### src/rtl/tpu_pkg.sv
// Shared types and constants for the TPU tile scheduler: FSM state encoding,
// buffer/row widths and a ceil-div helper for tile counts.
package tpu_pkg;

    localparam int TILE  = 4;
    localparam int IDX_W = 16;
    localparam int ROW_W = 128;

    typedef enum logic [2:0] {
        S_IDLE  = 3'd0,
        S_CLEAR = 3'd1,
        S_FEED  = 3'd2,
        S_DRAIN = 3'd3,
        S_WRITE = 3'd4,
        S_DONE  = 3'd5
    } sched_state_t;

    function automatic logic [IDX_W-1:0] ceil_div(input logic [IDX_W-1:0] num,
                                                  input logic [IDX_W-1:0] den);
        return (num + den - 16'd1) / den;
    endfunction

endpackage

### src/rtl/tpu_sched_ctr.sv
// Loadable wrapping up-counter with a terminal-count flag; used for the
// k, row, n_tile and m_tile loops of the tile scheduler.
module tpu_sched_ctr #(
    parameter int W = 16
) (
    input  logic         clk,
    input  logic         rst,
    input  logic         load,
    input  logic [W-1:0] load_val,
    input  logic         en,
    input  logic [W-1:0] last,
    output logic [W-1:0] count,
    output logic         tc
);

    assign tc = (count == last);

    // Count register: load has priority, wrap to zero after the terminal value.
    always_ff @(posedge clk or posedge rst) begin
        if (rst) begin
            count <= '0;
        end else if (load) begin
            count <= load_val;
        end else if (en) begin
            count <= tc ? '0 : count + W'(1);
        end else begin
            count <= count;
        end
    end

endmodule

### src/rtl/tpu_tile_scheduler.sv
// Tile sequencer for the 4x4 systolic array: walks all output tiles, feeds A/B,
// drains rows into C. Optional perf counters under `TPU_SCHED_PERF_EN.
module tpu_tile_scheduler #(
    parameter int TILE      = 4,
    parameter int DRAIN_CYC = 8
) (
    input  logic         clk,
    input  logic         rst,
    input  logic         in_valid,
    input  logic [7:0]   K,
    input  logic [7:0]   M,
    input  logic [7:0]   N,
    output logic         busy,
    output logic [15:0]  A_index,
    output logic         A_wr_en,
    output logic [15:0]  B_index,
    output logic         B_wr_en,
    output logic         arr_clear,
    output logic         arr_valid,
    output logic [1:0]   arr_row_sel,
    input  logic [127:0] arr_row_data,
    output logic         C_wr_en,
    output logic [15:0]  C_index,
    output logic [127:0] C_data_in,
    output logic [31:0]  perf_cycles,
    output logic [15:0]  perf_tiles
);
    import tpu_pkg::*;

    sched_state_t     state;
    logic [IDX_W-1:0] k_dim_r, mt_r, nt_r;
    logic [7:0]       drain_cnt_r;
    logic [IDX_W-1:0] k_cnt_s, n_cnt_s, m_cnt_s;
    logic [1:0]       r_cnt_s;
    logic             k_tc_s, r_tc_s, n_tc_s, m_tc_s;
    logic             accept_s, dims_ok_s, row_last_s;
    logic [IDX_W-1:0] c_row_s, c_idx_s;

    assign accept_s   = (state == S_IDLE) && in_valid;
    assign dims_ok_s  = (K != 8'd0) && (M != 8'd0) && (N != 8'd0);
    assign row_last_s = (state == S_WRITE) && r_tc_s;
    assign c_row_s    = m_cnt_s * 16'(TILE) + {14'd0, r_cnt_s};
    assign c_idx_s    = c_row_s * nt_r + n_cnt_s;

    assign A_wr_en     = 1'b0;
    assign B_wr_en     = 1'b0;
    assign arr_row_sel = r_cnt_s;

    tpu_sched_ctr #(.W(IDX_W)) u_k_ctr (
        .clk(clk), .rst(rst), .load(state == S_CLEAR), .load_val('0),
        .en(state == S_FEED), .last(k_dim_r - 16'd1), .count(k_cnt_s), .tc(k_tc_s)
    );

    tpu_sched_ctr #(.W(2)) u_r_ctr (
        .clk(clk), .rst(rst), .load(accept_s), .load_val('0),
        .en(state == S_WRITE), .last(2'd3), .count(r_cnt_s), .tc(r_tc_s)
    );

    tpu_sched_ctr #(.W(IDX_W)) u_n_ctr (
        .clk(clk), .rst(rst), .load(accept_s), .load_val('0),
        .en(row_last_s), .last(nt_r - 16'd1), .count(n_cnt_s), .tc(n_tc_s)
    );

    tpu_sched_ctr #(.W(IDX_W)) u_m_ctr (
        .clk(clk), .rst(rst), .load(accept_s), .load_val('0),
        .en(row_last_s && n_tc_s), .last(mt_r - 16'd1), .count(m_cnt_s), .tc(m_tc_s)
    );

    // Main FSM with registered buffer/array control outputs.
    always_ff @(posedge clk or posedge rst) begin
        if (rst) begin
            state       <= S_IDLE;
            busy        <= 1'b0;
            k_dim_r     <= 16'd0;
            mt_r        <= 16'd0;
            nt_r        <= 16'd0;
            drain_cnt_r <= 8'd0;
            A_index     <= 16'd0;
            B_index     <= 16'd0;
            arr_clear   <= 1'b0;
            arr_valid   <= 1'b0;
            C_wr_en     <= 1'b0;
            C_index     <= 16'd0;
            C_data_in   <= 128'd0;
        end else begin
            arr_clear <= 1'b0;
            arr_valid <= (state == S_FEED);
            // Row readout is captured one cycle after it is selected.
            C_wr_en   <= (state == S_WRITE);
            if (state == S_WRITE) begin
                C_index   <= c_idx_s;
                C_data_in <= arr_row_data;
            end else begin
                C_index   <= C_index;
                C_data_in <= C_data_in;
            end
            case (state)
                S_IDLE: begin
                    if (in_valid) begin
                        busy    <= 1'b1;
                        k_dim_r <= {8'd0, K};
                        mt_r    <= ceil_div({8'd0, M}, 16'(TILE));
                        nt_r    <= ceil_div({8'd0, N}, 16'(TILE));
                        if (dims_ok_s) begin
                            state     <= S_CLEAR;
                            arr_clear <= 1'b1;
                        end else begin
                            state <= S_DONE;
                        end
                    end else begin
                        state <= S_IDLE;
                    end
                end
                S_CLEAR: begin
                    A_index <= m_cnt_s * k_dim_r;
                    B_index <= n_cnt_s * k_dim_r;
                    state   <= S_FEED;
                end
                S_FEED: begin
                    if (k_tc_s) begin
                        drain_cnt_r <= 8'd0;
                        state       <= S_DRAIN;
                    end else begin
                        A_index <= A_index + 16'd1;
                        B_index <= B_index + 16'd1;
                    end
                end
                S_DRAIN: begin
                    if (drain_cnt_r == 8'(DRAIN_CYC - 1)) begin
                        state <= S_WRITE;
                    end else begin
                        drain_cnt_r <= drain_cnt_r + 8'd1;
                    end
                end
                S_WRITE: begin
                    if (r_tc_s && n_tc_s && m_tc_s) begin
                        state <= S_DONE;
                    end else if (r_tc_s) begin
                        state     <= S_CLEAR;
                        arr_clear <= 1'b1;
                    end else begin
                        state <= S_WRITE;
                    end
                end
                S_DONE: begin
                    busy  <= 1'b0;
                    state <= S_IDLE;
                end
                default: begin
                    busy  <= 1'b0;
                    state <= S_IDLE;
                end
            endcase
        end
    end

`ifdef TPU_SCHED_PERF_EN
    // Busy-cycle and completed-tile counters, saturating, cleared per job.
    always_ff @(posedge clk or posedge rst) begin
        if (rst) begin
            perf_cycles <= 32'd0;
            perf_tiles  <= 16'd0;
        end else if (accept_s) begin
            perf_cycles <= 32'd0;
            perf_tiles  <= 16'd0;
        end else begin
            if (busy && (perf_cycles != 32'hFFFF_FFFF)) begin
                perf_cycles <= perf_cycles + 32'd1;
            end else begin
                perf_cycles <= perf_cycles;
            end
            if (row_last_s && (perf_tiles != 16'hFFFF)) begin
                perf_tiles <= perf_tiles + 16'd1;
            end else begin
                perf_tiles <= perf_tiles;
            end
        end
    end
`else
    assign perf_cycles = 32'd0;
    assign perf_tiles  = 16'd0;
`endif

endmodule
### config.mk
export PLATFORM = sky130hd
export DESIGN_NAME = tpu_tile_scheduler
export DESIGN_NICKNAME = d
export VERILOG_FILES = /design/src/rtl/tpu_pkg.sv /design/src/rtl/tpu_sched_ctr.sv /design/src/rtl/tpu_tile_scheduler.sv
export SDC_FILE = /design/constraint.sdc
export NUM_CORES = 1
export LEC_CHECK = 0
export BUFFER_PORTS_ARGS = -buffer_cell sky130_fd_sc_hd__buf_2
export CELL_PAD_IN_SITES_DETAIL_PLACEMENT = 1
export CELL_PAD_IN_SITES_GLOBAL_PLACEMENT = 2
export CORE_MARGIN = 5
export CORE_UTILIZATION = 38
export CTS_BUF_LIST = sky130_fd_sc_hd__clkbuf_8
export CTS_CLUSTER_SIZE = 20
export DETAILED_ROUTE_END_ITERATION = 8
export PLACE_DENSITY_LB_ADDON = 0.05
export SYNTH_ARGS = -nofsm -noshare
export SYNTH_HDL_FRONTEND = slang
export SYNTH_HIERARCHICAL = 1
export SYNTH_SLANG_ARGS = --single-unit
### constraint.sdc
create_clock -name clk -period 13 [get_ports clk]
set_input_delay 1.95 -clock clk [delete_from_list [all_inputs] [get_ports clk]]
set_output_delay 1.95 -clock clk [all_outputs]
set_load 0.01 [all_outputs]
# [Word-level counts from Yosys, hierarchy flattened]
# Cells that the tools add are included.
[totals] word_cells=106 ff_bits=277 input_bits=155 out_inout_bits=232
[op_classes] eq_ne=14 muxes=33 n_reduce_logical=22 multipliers=3 bitwise_logic=1 n_addsub=16
[op_table] operator="$mux W16" n=11
[op_table] operator="$add A16 B1 Y16 const B" n=5
[op_table] operator="$pmux W16 S2" n=2
[op_table] operator="$eq A16 B16 Y1" n=3
[op_table] operator="$mul A16 B8 Y16" n=2
[op_table] operator="$sub A14 B1 Y15 const B" n=2
[op_table] operator="$reduce_bool A8 Y1" n=3
[op_table] operator="$sub A9 B1 Y10 const B" n=2
[op_table] operator="$add A8 B3 Y9 const B" n=2
[op_table] operator="$mux W3" n=6
[op_table] operator="$add A16 B16 Y16" n=1
[op_table] operator="$add A16 B2 Y16" n=1
[op_table] operator="$mul A16 B14 Y16" n=1
[op_table] operator="$mux W8" n=2
[op_table] operator="$pmux W8 S2" n=1
[op_table] operator="$pmux W3 S5" n=1
[op_table] operator="$ne A2 B2 Y1 const B" n=5
[op_table] operator="$reduce_bool A2 Y1" n=5
[op_table] operator="$sub A8 B1 Y9 const B" n=1
[op_table] operator="$add A8 B1 Y8 const B" n=1
[op_table] operator="$eq A8 B3 Y1 const B" n=1
[op_table] operator="$reduce_and A2 Y1" n=4
[op_table] operator="$logic_and A1 B1 Y1" n=7
[op_table] operator="$eq A3 B2 Y1 const B" n=2
[op_table] operator="11 further kinds" n=18

# [Depth between registers and ports, before layout]
[depth] depth_word=6 mapped_depth=22 mapped_depth_nobuf=20

# [Modules after synthesis]
# The synthesis kept the hierarchy.
[modules_own_cells] mod="tpu_tile_scheduler" seq_area_each_um2=5330.1 instances=1 area_per_inst_um2=18624.1 cells_each=2185
[modules_own_cells] mod="tpu_sched_ctr at u_k_ctr ..." seq_area_each_um2=400.4 instances=3 area_per_inst_um2=1252.5 cells_each=136
[modules_own_cells] mod="tpu_sched_ctr at u_r_ctr" seq_area_each_um2=50.0 instances=1 area_per_inst_um2=156.4 cells_each=19

# [Least setup slack after synthesis]
# OpenSTA, ideal clock, no wires.
[synth_timing] path_type="register to register" startpoint="reg u_m_ctr.count[6]" endpoint="reg C_index[14]" required_ps=12866 synth_period_minus_slack_ps=4908 arrival_time_ps=4774 n_path_buf=1 stages_incl_launch_ff=20 slack_ps=8092 setup_time_ps=134 cell_sequence="dfrtp_1 clkbuf_1 and2_1 fa_1 inv_1 fa_1 inv_1 fa_1 ha_1 fa_1 fa_1 ha_1 o21ai_0 nand2b_1 a21oi_1 a21oi_1 a311oi_1 o21ai_1 xnor2_1 o21ai_0"
[synth_via] elab_chain_len=3
[synth_rtl] item="start: declaration" line="tpu_sched_ctr.sv:12" text="output logic [W-1:0] count,"
[synth_rtl] item="start signal: assignment" line="tpu_sched_ctr.sv:23" text="count <= load_val;"
[synth_rtl] item="start signal: assignment" line="tpu_sched_ctr.sv:25" text="count <= tc ? '0 : count + W'(1);"
[synth_rtl] item="start signal: assignment" line="tpu_sched_ctr.sv:27" text="count <= count;"
[synth_rtl] item="$add A16 B2 Y16" line="tpu_tile_scheduler.sv:42" text="assign c_row_s = m_cnt_s * 16'(TILE) + {14'd0, r_cnt_s};"
[synth_rtl] item="$mul A16 B14 Y16" line="tpu_tile_scheduler.sv:43" text="assign c_idx_s = c_row_s * nt_r + n_cnt_s;"
[synth_rtl] item="$add A16 B16 Y16" line="tpu_tile_scheduler.sv:43"
[synth_rtl] item="end signal: assignment" line="tpu_tile_scheduler.sv:91" text="C_index <= c_idx_s;"
[synth_rtl] item="end signal: assignment" line="tpu_tile_scheduler.sv:94" text="C_index <= C_index;"
[synth_rtl] item="end: declaration" line="tpu_tile_scheduler.sv:23" text="output logic [15:0] C_index,"
# Every way passes these cells.
# A chain may end at the register's enable or synchronous reset.

# [Worst setup path in the final report]
[layout_timing] startpoint="reg u_m_ctr.count[7]" endpoint="reg C_index[13]"
# The elaborated chain is that of the path after synthesis.

==> impl_metrics.toml <==
[grt]
grtUsageMet1 = 0.292
busiest_layer = "met2"
grtUsageMet2 = 0.375
grtUsageMet3 = 0.0688
antenna_found_initial = 29
grt_pass1_wl_um = 116000
grt_pass1_vias = 20500
grt_max_degree = 132
gr-total-overflow = 0
gr-usage-all-layers = 0.226

[sta]
max_freq_mhz = 180
min_period_ps = 5560
maxSlewViolCount = 0
tns_ps = 0
rsz0062_at_grt = "no"
fin_crit_sh = 0.427
hold_violations = 0
worstMarginPinSlew_ps = 1100
slew_headroom = 0.267
skew_ps = 32.9
setup_violations = 0

[hold_path]
hold_path.class = "register to register"
hold_depth = 2
hp-start = "C_data_in[39]"

[die]
num_rows = 89
placeableCoreArea_mm2 = 0.0589
initial_core_util = 0.383
io_pins = 387
dieArea_mm2 = 0.0643
die_y_um = 254
die_w_um = 254

[placed_design]
portBuffers = 336
hpwlAfterDp_um = 54400
placed_area_mm2 = 0.0249
globalplace.congestion = 0.850

[clocking]
cts_root_buffer = "clkbuf_8"
cts_hold_buf = 0
cts_buffer_depth = 3
cts_setup_buffers = 0
cts_tree = "yes"
cts_resized = 0
htree_levels = 2
numCtsBuffers = 52
clk_latency_ps = 680
cts_sinks = 263
path_clk_slew_ps = 60

[setup_path]
r2r-start = "u_m_ctr/count[7]"
crit_fanout = 22
critPathKind = "register to register"
required_ps = 13510
startpoint_type = "register"
startpoint = "u_m_ctr/count[7]"
r2r_cells = 18
arrival_ps = 6070
end_kind = "register"

[layout]
final_area_mm2 = 0.0261
fin_util = 0.443
drive_above_1_share = 0.168
fin_nets = 3408
area_growth_pct = 15.7

[run]
max_cap_violations = 0

[logic_synthesis]
synth_cell_types = 70
async_flop_share = 1.00
synth_seq_cells = 263
yosysWarnings = 6
ys_seq_area_frac = 0.292
synth_area_per_cell_um2 = 8.63
synth_area_mm2 = 0.0225
netlist_instances = 2612
synth-edff-count = 0
synthFlopType = "dfrtp_1"

[detailed_routing]
first_iter_violations = 779
routed_wirelength_um = 72900
detail_route.wl_per_cell_um = 19.3
vias = 18700
ant_nets = 0
vias_per_cell = 4.95
dr.pass1.iters = 5
route.detailed.drc = 0

[status]
status = "completed"
## stage by stage
step                      instances  hold WS, ps  setup WS, ps
after floorplan                2717          470          5230
after global placement         3675          453          7570
after detailed placement       3675          461          7500
after CTS                      3771          477          7410
after global routing           3775          490          7180
final                          3784          470          7440
## cell families (layout without fill, tap and decap cells)
logic type,after synthesis,in the layout,synth area share
AND/OR/NAND/NOR,1094,1094,0.235
buffers and inverters,445,726,0.0863
AO/OA/AOI/OAI,318,318,0.0848
adder cells (fa/ha/maj),297,297,0.226
flip-flops,263,263,0.292
XOR/XNOR,192,192,0.0756
other,2,120,0.000333
multiplexers,1,1,0.000444
## cell usage after synthesis (5+ instances only)
library cell	count	area (um2)
a21o_1	11	82.6
a21oi_1	126	631
a31oi_1	6	37.5
and2_1	201	1260
and3_1	20	125
and4_1	10	87.6
buf_2	15	75.1
buf_4	50	375
clkbuf_1	99	372
dfrtp_1	263	6580
fa_1	183	3660
ha_1	114	1430
inv_1	267	1000
nand2_1	601	2260
nand2b_1	7	43.8
nand3_1	52	260
nand3b_1	6	45.0
nand4_1	29	181
nor2_1	56	210
nor2b_1	11	68.8
nor3_1	21	105
nor3b_1	45	338
nor4_1	11	68.8
o21a_1	6	45.0
o21ai_0	69	345
o21ai_1	20	100
o21ai_2	30	263
o22ai_1	13	81.3
o31ai_1	5	37.5
xnor2_1	122	1070
xor2_1	67	587
## sequential cells by signal (all words and copies together), names as in the netlist, 7 cells and up
name / cells
A_index: 16
B_index: 16
C_data_in: 128
C_index: 16
drain_cnt_r: 8
k_dim_r: 8
mt_r: 7
nt_r: 7
u_k_ctr/count: 16
u_m_ctr/count: 16
u_n_ctr/count: 16
## final timing paths
check                              endpoint  slack (ps)
setup / recovery                C_index[13]        7440
hold / removal                C_data_in[39]         470
setup reg to reg                C_index[13]        7440
hold reg to reg               C_data_in[39]         470
max in group asynchronous     C_data_in[36]       10220
min in group asynchronous  u_r_ctr/count[1]        1310
## layout by cell type, fill, tap and decap left out, types with 6 or more instances in the layout
| cell type | count |
|---|---|
| a21o_1 | 11 |
| a21oi_1 | 126 |
| a31oi_1 | 6 |
| and2_1 | 201 |
| and3_1 | 20 |
| and4_1 | 10 |
| buf_2 | 336 |
| buf_4 | 23 |
| clkbuf_8 | 63 |
| clkinv_2 | 12 |
| conb_1 | 107 |
| dfrtp_1 | 263 |
| diode_2 | 13 |
| fa_1 | 183 |
| ha_1 | 114 |
| inv_1 | 275 |
| nand2_1 | 600 |
| nand2b_1 | 7 |
| nand3_1 | 52 |
| nand3b_1 | 6 |
| nand4_1 | 29 |
| nor2_1 | 55 |
| nor2b_1 | 11 |
| nor3_1 | 21 |
| nor3b_1 | 45 |
| nor4_1 | 11 |
| o21a_1 | 6 |
| o21ai_0 | 69 |
| o21ai_1 | 20 |
| o21ai_2 | 30 |
| o22ai_1 | 13 |
| xnor2_1 | 122 |
| xor2_1 | 67 |
## cell type report
cell class	count	area [um2]
tap	773	967
clock buffer	63	867
multi-input combinational	2009	14400
fill	7116	32800
clock inverter	33	315
sequential	263	6580
antenna	13	32.5
inverter	270	1030
timing repair buffer	360	1870
## metal layers
metal | vias to the layer above | share of wire
li1 | 8845 | -
met1 | 9347 | 0.43
met2 | 381 | 0.47
met3 | 114 | 0.068
met4 | 30 | 0.025
met5 | - | 0.0028
## critical path: stages, from the launching register on
cell and delay [ps]:
dfrtp_1 710, and2_1 350, fa_1 520, inv_1 60
fa_1 540, inv_1 60, fa_1 450, ha_1 300
fa_1 520, fa_1 430, ha_1 340, a21o_1 180
a21oi_1 180, nor2_1 60, nor2_1 70, o21ai_0 120
a21oi_1 210, xor2_1 170, o21ai_0 100
Power is left out: the tool's default activity adds up to more than one toggle a clock period on the data nets, which glitch-free logic cannot reach.
